### src/rtl/datamem_arbiter.sv
// Round-robin arbiter sharing one single-port 256x8 data memory between the CPU
// (requester 0) and the DMA/debug loader (requester 1), with a bounded burst hold.
module datamem_arbiter #(
  parameter int unsigned AW        = 8,
  parameter int unsigned DW        = 8,
  parameter int unsigned MAX_BURST = 4
) (
  input  logic          clk,
  input  logic          rst_n,
  input  logic          req0,
  input  logic          req1,
  input  logic          we0,
  input  logic          we1,
  input  logic [AW-1:0] addr0,
  input  logic [AW-1:0] addr1,
  input  logic [DW-1:0] wdata0,
  input  logic [DW-1:0] wdata1,
  output logic          gnt0,
  output logic          gnt1,
  output logic [DW-1:0] rdata0,
  output logic [DW-1:0] rdata1,
  output logic          rvalid0,
  output logic          rvalid1,
  output logic          mem_we,
  output logic [AW-1:0] mem_addr,
  output logic [DW-1:0] mem_din,
  input  logic [DW-1:0] mem_dout,
  output logic [1:0]    owner
);

  localparam int unsigned CntW = (MAX_BURST > 1) ? $clog2(MAX_BURST) : 1;
  localparam logic [CntW-1:0] CntLast = CntW'(MAX_BURST - 1);

  typedef enum logic [1:0] {
    StIdle = 2'b00,
    StOwn0 = 2'b01,
    StOwn1 = 2'b10
  } state_e;

  state_e          state_q, state_d;
  logic [CntW-1:0] cnt_q, cnt_d;
  logic            last_q, last_d;
  logic            pick0, pick1;
  logic            at_last;

  assign at_last = (cnt_q == CntLast);

  // Grant decision: an owner keeps the port until its burst budget runs out while the
  // other side waits; otherwise fall back to round-robin on last_q.
  always_comb begin
    pick0 = 1'b0;
    pick1 = 1'b0;
    if (state_q == StOwn0 && req0) begin
      if (req1 && at_last) pick1 = 1'b1;
      else                 pick0 = 1'b1;
    end else if (state_q == StOwn1 && req1) begin
      if (req0 && at_last) pick0 = 1'b1;
      else                 pick1 = 1'b1;
    end else if (req0 && req1) begin
      pick0 = last_q;
      pick1 = ~last_q;
    end else begin
      pick0 = req0;
      pick1 = req1;
    end
  end

  // Gating with rst_n keeps a write from landing while reset is asserted between edges.
  assign gnt0 = pick0 & rst_n;
  assign gnt1 = pick1 & rst_n;

  always_comb begin
    state_d = state_q;
    cnt_d   = cnt_q;
    last_d  = last_q;
    if (gnt0) begin
      state_d = StOwn0;
      last_d  = 1'b0;
      cnt_d   = (state_q == StOwn0 && !at_last) ? cnt_q + CntW'(1) : '0;
    end else if (gnt1) begin
      state_d = StOwn1;
      last_d  = 1'b1;
      cnt_d   = (state_q == StOwn1 && !at_last) ? cnt_q + CntW'(1) : '0;
    end else begin
      state_d = StIdle;
      cnt_d   = '0;
    end
  end

  always_comb begin
    mem_we   = 1'b0;
    mem_addr = '0;
    mem_din  = '0;
    if (gnt0) begin
      mem_we   = we0;
      mem_addr = addr0;
      mem_din  = wdata0;
    end else if (gnt1) begin
      mem_we   = we1;
      mem_addr = addr1;
      mem_din  = wdata1;
    end
  end

  always_ff @(posedge clk or negedge rst_n) begin
    if (!rst_n) begin
      state_q <= StIdle;
      cnt_q   <= '0;
      last_q  <= 1'b1;
    end else begin
      state_q <= state_d;
      cnt_q   <= cnt_d;
      last_q  <= last_d;
    end
  end

  always_ff @(posedge clk or negedge rst_n) begin
    if (!rst_n) begin
      rvalid0 <= 1'b0;
      rvalid1 <= 1'b0;
      rdata0  <= '0;
      rdata1  <= '0;
    end else begin
      rvalid0 <= gnt0 & ~we0;
      rvalid1 <= gnt1 & ~we1;
      if (gnt0 && !we0) rdata0 <= mem_dout;
      if (gnt1 && !we1) rdata1 <= mem_dout;
    end
  end

  assign owner = state_q;

endmodule

### config.mk
export PLATFORM = sky130hd
export DESIGN_NAME = datamem_arbiter
export DESIGN_NICKNAME = d
export VERILOG_FILES = /design/src/rtl/datamem_arbiter.sv
export SDC_FILE = /design/constraint.sdc
export NUM_CORES = 1
export LEC_CHECK = 0
export CAP_MARGIN = 20
export CORE_ASPECT_RATIO = 0.75
export CORE_MARGIN = 2
export CORE_UTILIZATION = 49
export CTS_BUF_LIST = sky130_fd_sc_hd__clkbuf_8
export CTS_CLUSTER_DIAMETER = 60
export DETAILED_ROUTE_END_ITERATION = 6
export DONT_BUFFER_PORTS = 1
export GPL_ROUTABILITY_DRIVEN = 0
export GPL_TIMING_DRIVEN = 0
export PLACE_DENSITY = 0.61
export RECOVER_POWER = 50
export SLEW_MARGIN = 20
export SYNTH_ARGS = -nofsm -noshare
export SYNTH_HDL_FRONTEND = slang
export SYNTH_SLANG_ARGS = --single-unit
### constraint.sdc
create_clock -name clk -period 2.41 [get_ports clk]
set_clock_uncertainty 0.05 [all_clocks]
set_input_delay 0 -clock clk [delete_from_list [all_inputs] [get_ports clk]]
set_output_delay 0 -clock clk [all_outputs]
set_load 0.05 [all_outputs]
==> metrics.txt <==
# TYPE chip_impl_metric gauge
chip_impl_metric{name="number_of_antenna_violations_at_the_first_check_in_global_routing",unit=""} 0
chip_impl_metric{name="num_vias",unit=""} 820
chip_impl_metric{name="cts.clk_slew.worst_paths",unit="ns"} 0.08
chip_impl_metric{name="route.detailed.wl_per_inst",unit="µm"} 19.9
chip_impl_metric{name="max-slew-margin-rel",unit=""} 0.601
chip_impl_metric{name="layout.filler_cells",unit=""} 150
chip_impl_metric{name="final-max-slew-violation-count",unit=""} 0
chip_impl_metric{name="hold_depth",unit=""} 2
chip_impl_metric{name="synth.top_cell.area_share",unit=""} 0.493
chip_impl_metric{name="post-place-ws",unit="ns"} -0.233
chip_impl_metric{name="regArea",unit="µm²"} 579
chip_impl_metric{name="synth.net_count",unit=""} 131
chip_impl_metric{name="post_synth_inst_count",unit=""} 84
chip_impl_metric{name="power.ir.vdd_worst",unit="µV"} 681
chip_impl_metric{name="floorplan.io_pins",unit=""} 85
chip_impl_metric{name="layout-drive-gt1-share",unit=""} 0.377
chip_impl_metric{name="placement.io_buffers",unit=""} 0
chip_impl_metric{name="power_leakage",unit="nW"} 0.620
chip_impl_metric{name="worstSkewPairLatency",unit="ns"} 0.26
chip_impl_metric{name="critical_path_peak_fanout",unit=""} 9
chip_impl_metric{name="drtAntennaViolNets",unit=""} 0
chip_impl_metric{name="firstDrtPassIters",unit=""} 4
chip_impl_metric{name="finalSetupViolCount",unit=""} 0
chip_impl_metric{name="regToRegSetupSlack",unit="ns"} 0.11
chip_impl_metric{name="max-cap-violations",unit=""} 0
chip_impl_info{name="criticalPathCategory",value="flip-flop to primary output"} 1
chip_impl_metric{name="timing.fmax",unit="GHz"} 0.430
chip_impl_metric{name="chipHeight",unit="µm"} 45.4
chip_impl_info{name="status",value="finished clean"} 1
chip_impl_metric{name="row_count",unit=""} 14
chip_impl_info{name="hold_path_startpoint",value="rst_n"} 1
chip_impl_metric{name="route.detailed.vias_per_inst",unit=""} 6.31
chip_impl_metric{name="hold_slack",unit="ns"} 0.0299
chip_impl_metric{name="cts-htree-levels",unit=""} 1
chip_impl_metric{name="cts-buffers-inserted",unit=""} 3
chip_impl_info{name="yosys.area.top_type",value="dfrtp_1"} 1
chip_impl_metric{name="chipWidth",unit="µm"} 59.1
chip_impl_metric{name="die_outline_area",unit="µm²"} 2680
chip_impl_metric{name="diodes",unit=""} 0
chip_impl_metric{name="cp_required",unit="ns"} 2.36
chip_impl_info{name="timing.hold.worst.class",value="input pin to flip-flop"} 1
chip_impl_metric{name="ys_seq_area_frac",unit=""} 0.516
chip_impl_info{name="ys_top_cells_by_area",value="dfrtp_1 (49%), mux2_2 (16%), a22o_1 (13%)"} 1
chip_impl_metric{name="place_hpwl",unit="µm"} 1760
chip_impl_metric{name="grt_first_pass_wirelength",unit="µm"} 3350
chip_impl_metric{name="nets",unit=""} 154
chip_impl_metric{name="final.period_utilization",unit=""} 0.965
chip_impl_metric{name="path_depth_of_the_worst_reg2reg_path",unit=""} 4
chip_impl_metric{name="synth.distinct_cells",unit=""} 20
chip_impl_info{name="rsz0062_at_grt",value="no"} 1
chip_impl_metric{name="grt_pass1_vias",unit=""} 717
chip_impl_metric{name="worst-endpoint-arrival",unit="ns"} 2.28
chip_impl_metric{name="syn_area",unit="µm²"} 1120
chip_impl_info{name="worst_r2r_startpoint",value="owner[0]$_DFF_PN0_"} 1
chip_impl_metric{name="worst_pin_slew",unit="ns"} 0.592
chip_impl_metric{name="core-area",unit="µm²"} 2080
chip_impl_info{name="cts_root_buf",value="clkbuf_8"} 1
chip_impl_metric{name="synth_area_per_cell",unit="µm²"} 13.3
chip_impl_info{name="cts_tree",value="done"} 1
chip_impl_metric{name="flow.area_growth_from_synthesis",unit="%"} 30.1
chip_impl_metric{name="yosys_register_bits",unit=""} 23
chip_impl_metric{name="grt_max_degree",unit=""} 25
chip_impl_metric{name="drcViolationCount",unit=""} 0
chip_impl_info{name="cp-end-kind",value="primary output"} 1
chip_impl_info{name="regToRegEndpoint",value="rdata0[0]$_DFFE_PN0P_"} 1
chip_impl_metric{name="powerDensity",unit="nW/µm²"} 978
chip_impl_metric{name="gr-usage-all-layers",unit=""} 0.173
chip_impl_info{name="whs_endpoint",value="owner[1]$_DFF_PN0_"} 1
chip_impl_metric{name="grt_overflow",unit=""} 0
chip_impl_metric{name="synth.yosys.warnings",unit=""} 0
chip_impl_metric{name="cts.path.max_buffers",unit=""} 2
chip_impl_metric{name="final.min_clock_period",unit="ns"} 2.33
chip_impl_metric{name="post-route-util",unit=""} 0.697
chip_impl_metric{name="route.final.wire_length",unit="µm"} 2590
chip_impl_info{name="worstSetupStartpointType",value="flip-flop"} 1
chip_impl_metric{name="floorplan.initialDensity",unit=""} 0.536
chip_impl_metric{name="finalWorstSetupSlack",unit="ns"} 0.0837
chip_impl_metric{name="multi_input_area",unit="µm²"} 607
chip_impl_metric{name="clock_sinks",unit=""} 23
chip_impl_metric{name="hold_viol",unit=""} 0
chip_impl_metric{name="starting_drc_count_in_detailed_routing",unit=""} 15
-- cell usage after synthesis --
library cell and number:
a2111oi_0 2, o21ai_0 4, nor2b_1 3, buf_2 2
and2_1 1, mux2_2 16, ha_1 1, nor3b_1 1
xnor2_1 1, dfrtp_1 22, a221o_1 1, nand3b_1 2
a21oi_2 2, dfstp_2 1, a211oi_4 2, inv_1 3
a22o_1 17, nand2_1 1, o21bai_1 1, a21oi_1 1
-- cells by family (layout without fill, tap and decap cells) --
group	Yosys count	after routing	synth area share
mux	16	16	0.161
compound gates	30	31	0.239
fa+ha+maj	1	1	0.0112
buf+inv	5	26	0.0190
xor+xnor	1	1	0.00784
flops	23	23	0.516
simple gates	8	8	0.0459
-- power by group --
group / switching (mW) / leakage, nW / internal, mW
registers: 0.369 / 0.278 / 0.473
logic: 0.212 / 0.314 / 0.142
clock network: 0.112 / 0.0269 / 0.113
-- layout by cell type, fill, tap and decap left out, types with 2 or more instances in the layout --
master	n
a2111oi_0	2
a211oi_4	2
a21oi_2	2
a22o_1	8
a22o_4	8
buf_4	2
clkbuf_8	3
dfrtp_1	20
dfrtp_2	2
dlygate4sd3_1	15
inv_1	4
mux2_2	16
nand3b_1	2
nor2b_1	3
o21ai_0	2
o21ai_1	2
-- routing by layer --
| metal | GRT usage | part of all wire | vias up |
|---|---|---|---|
| li1 | - | - | 375 |
| met1 | 0.223 | 0.41 | 391 |
| met2 | 0.282 | 0.49 | 52 |
| met3 | 0.0716 | 0.10 | 2 |
| met4 | 0.0273 | 0.0015 | 0 |
| met5 | 0 | 0 | - |
-- worst max-delay path, stage by stage, from the launching register on --
cell and delay, ns:
dfrtp_1 0.38, ha_1 0.26, nor3b_1 0.29, o21ai_1 0.23, a21oi_2 0.23, buf_4 0.19
a22o_1 0.45
-- what timing repair did --
| item | 4_1_cts | 5_1_grt |
|---|---|---|
| endpoints found under the hold margin | 43 | 23 |
| gates cloned | 0 | 1 |
| hold buffers | 14 | 2 |
| endpoints found under the setup margin | 36 | 25 |
| pin swaps | 1 | 2 |
| buffers inserted | 1 | 0 |
| resized for setup | 5 | 12 |
-- cell type report --
cell class                 instances  share of cell area
clock buffer                       3              0.0284
sequential                        23               0.398
inverter                           3             0.00775
buffer                             2              0.0129
clock inverter                     1             0.00258
tap                               24              0.0207
multi-input combinational         57               0.417
timing repair buffer              17               0.112
-- worst max-delay path by stage --
stage | startpoint | to | depth (start not counted)
CTS | owner[0]$_DFF_PN0_ | mem_din[3] | 5
floorplan | owner[0]$_DFF_PN0_ | mem_addr[2] | 5
global route | cnt_q[0]$_DFF_PN0_ | mem_addr[7] | 6
detailed placement | owner[1]$_DFF_PN0_ | mem_din[3] | 5
finish | cnt_q[0]$_DFF_PN0_ | mem_we | 6
global placement | owner[1]$_DFF_PN0_ | mem_din[0] | 5
-- state kept, by name, indices dropped and copies added, names as in the netlist --
name     flops
rvalid0      1
owner        2
rdata1       8
cnt_q        2
last_q       1
rdata0       8
rvalid1      1
-- stage by stage --
stage	power [mW]	cell area (µm²)	setup TNS, ns	cells
floorplan	1.10	1130	0	84
global placement	1.14	1160	-1.95	108
detailed placement	1.15	1160	-2.56	108
CTS	1.41	1370	-0.568	127
global route	1.48	1450	0	130
finish	1.42	1450	0	130
(Power assumes the default switching activity.)
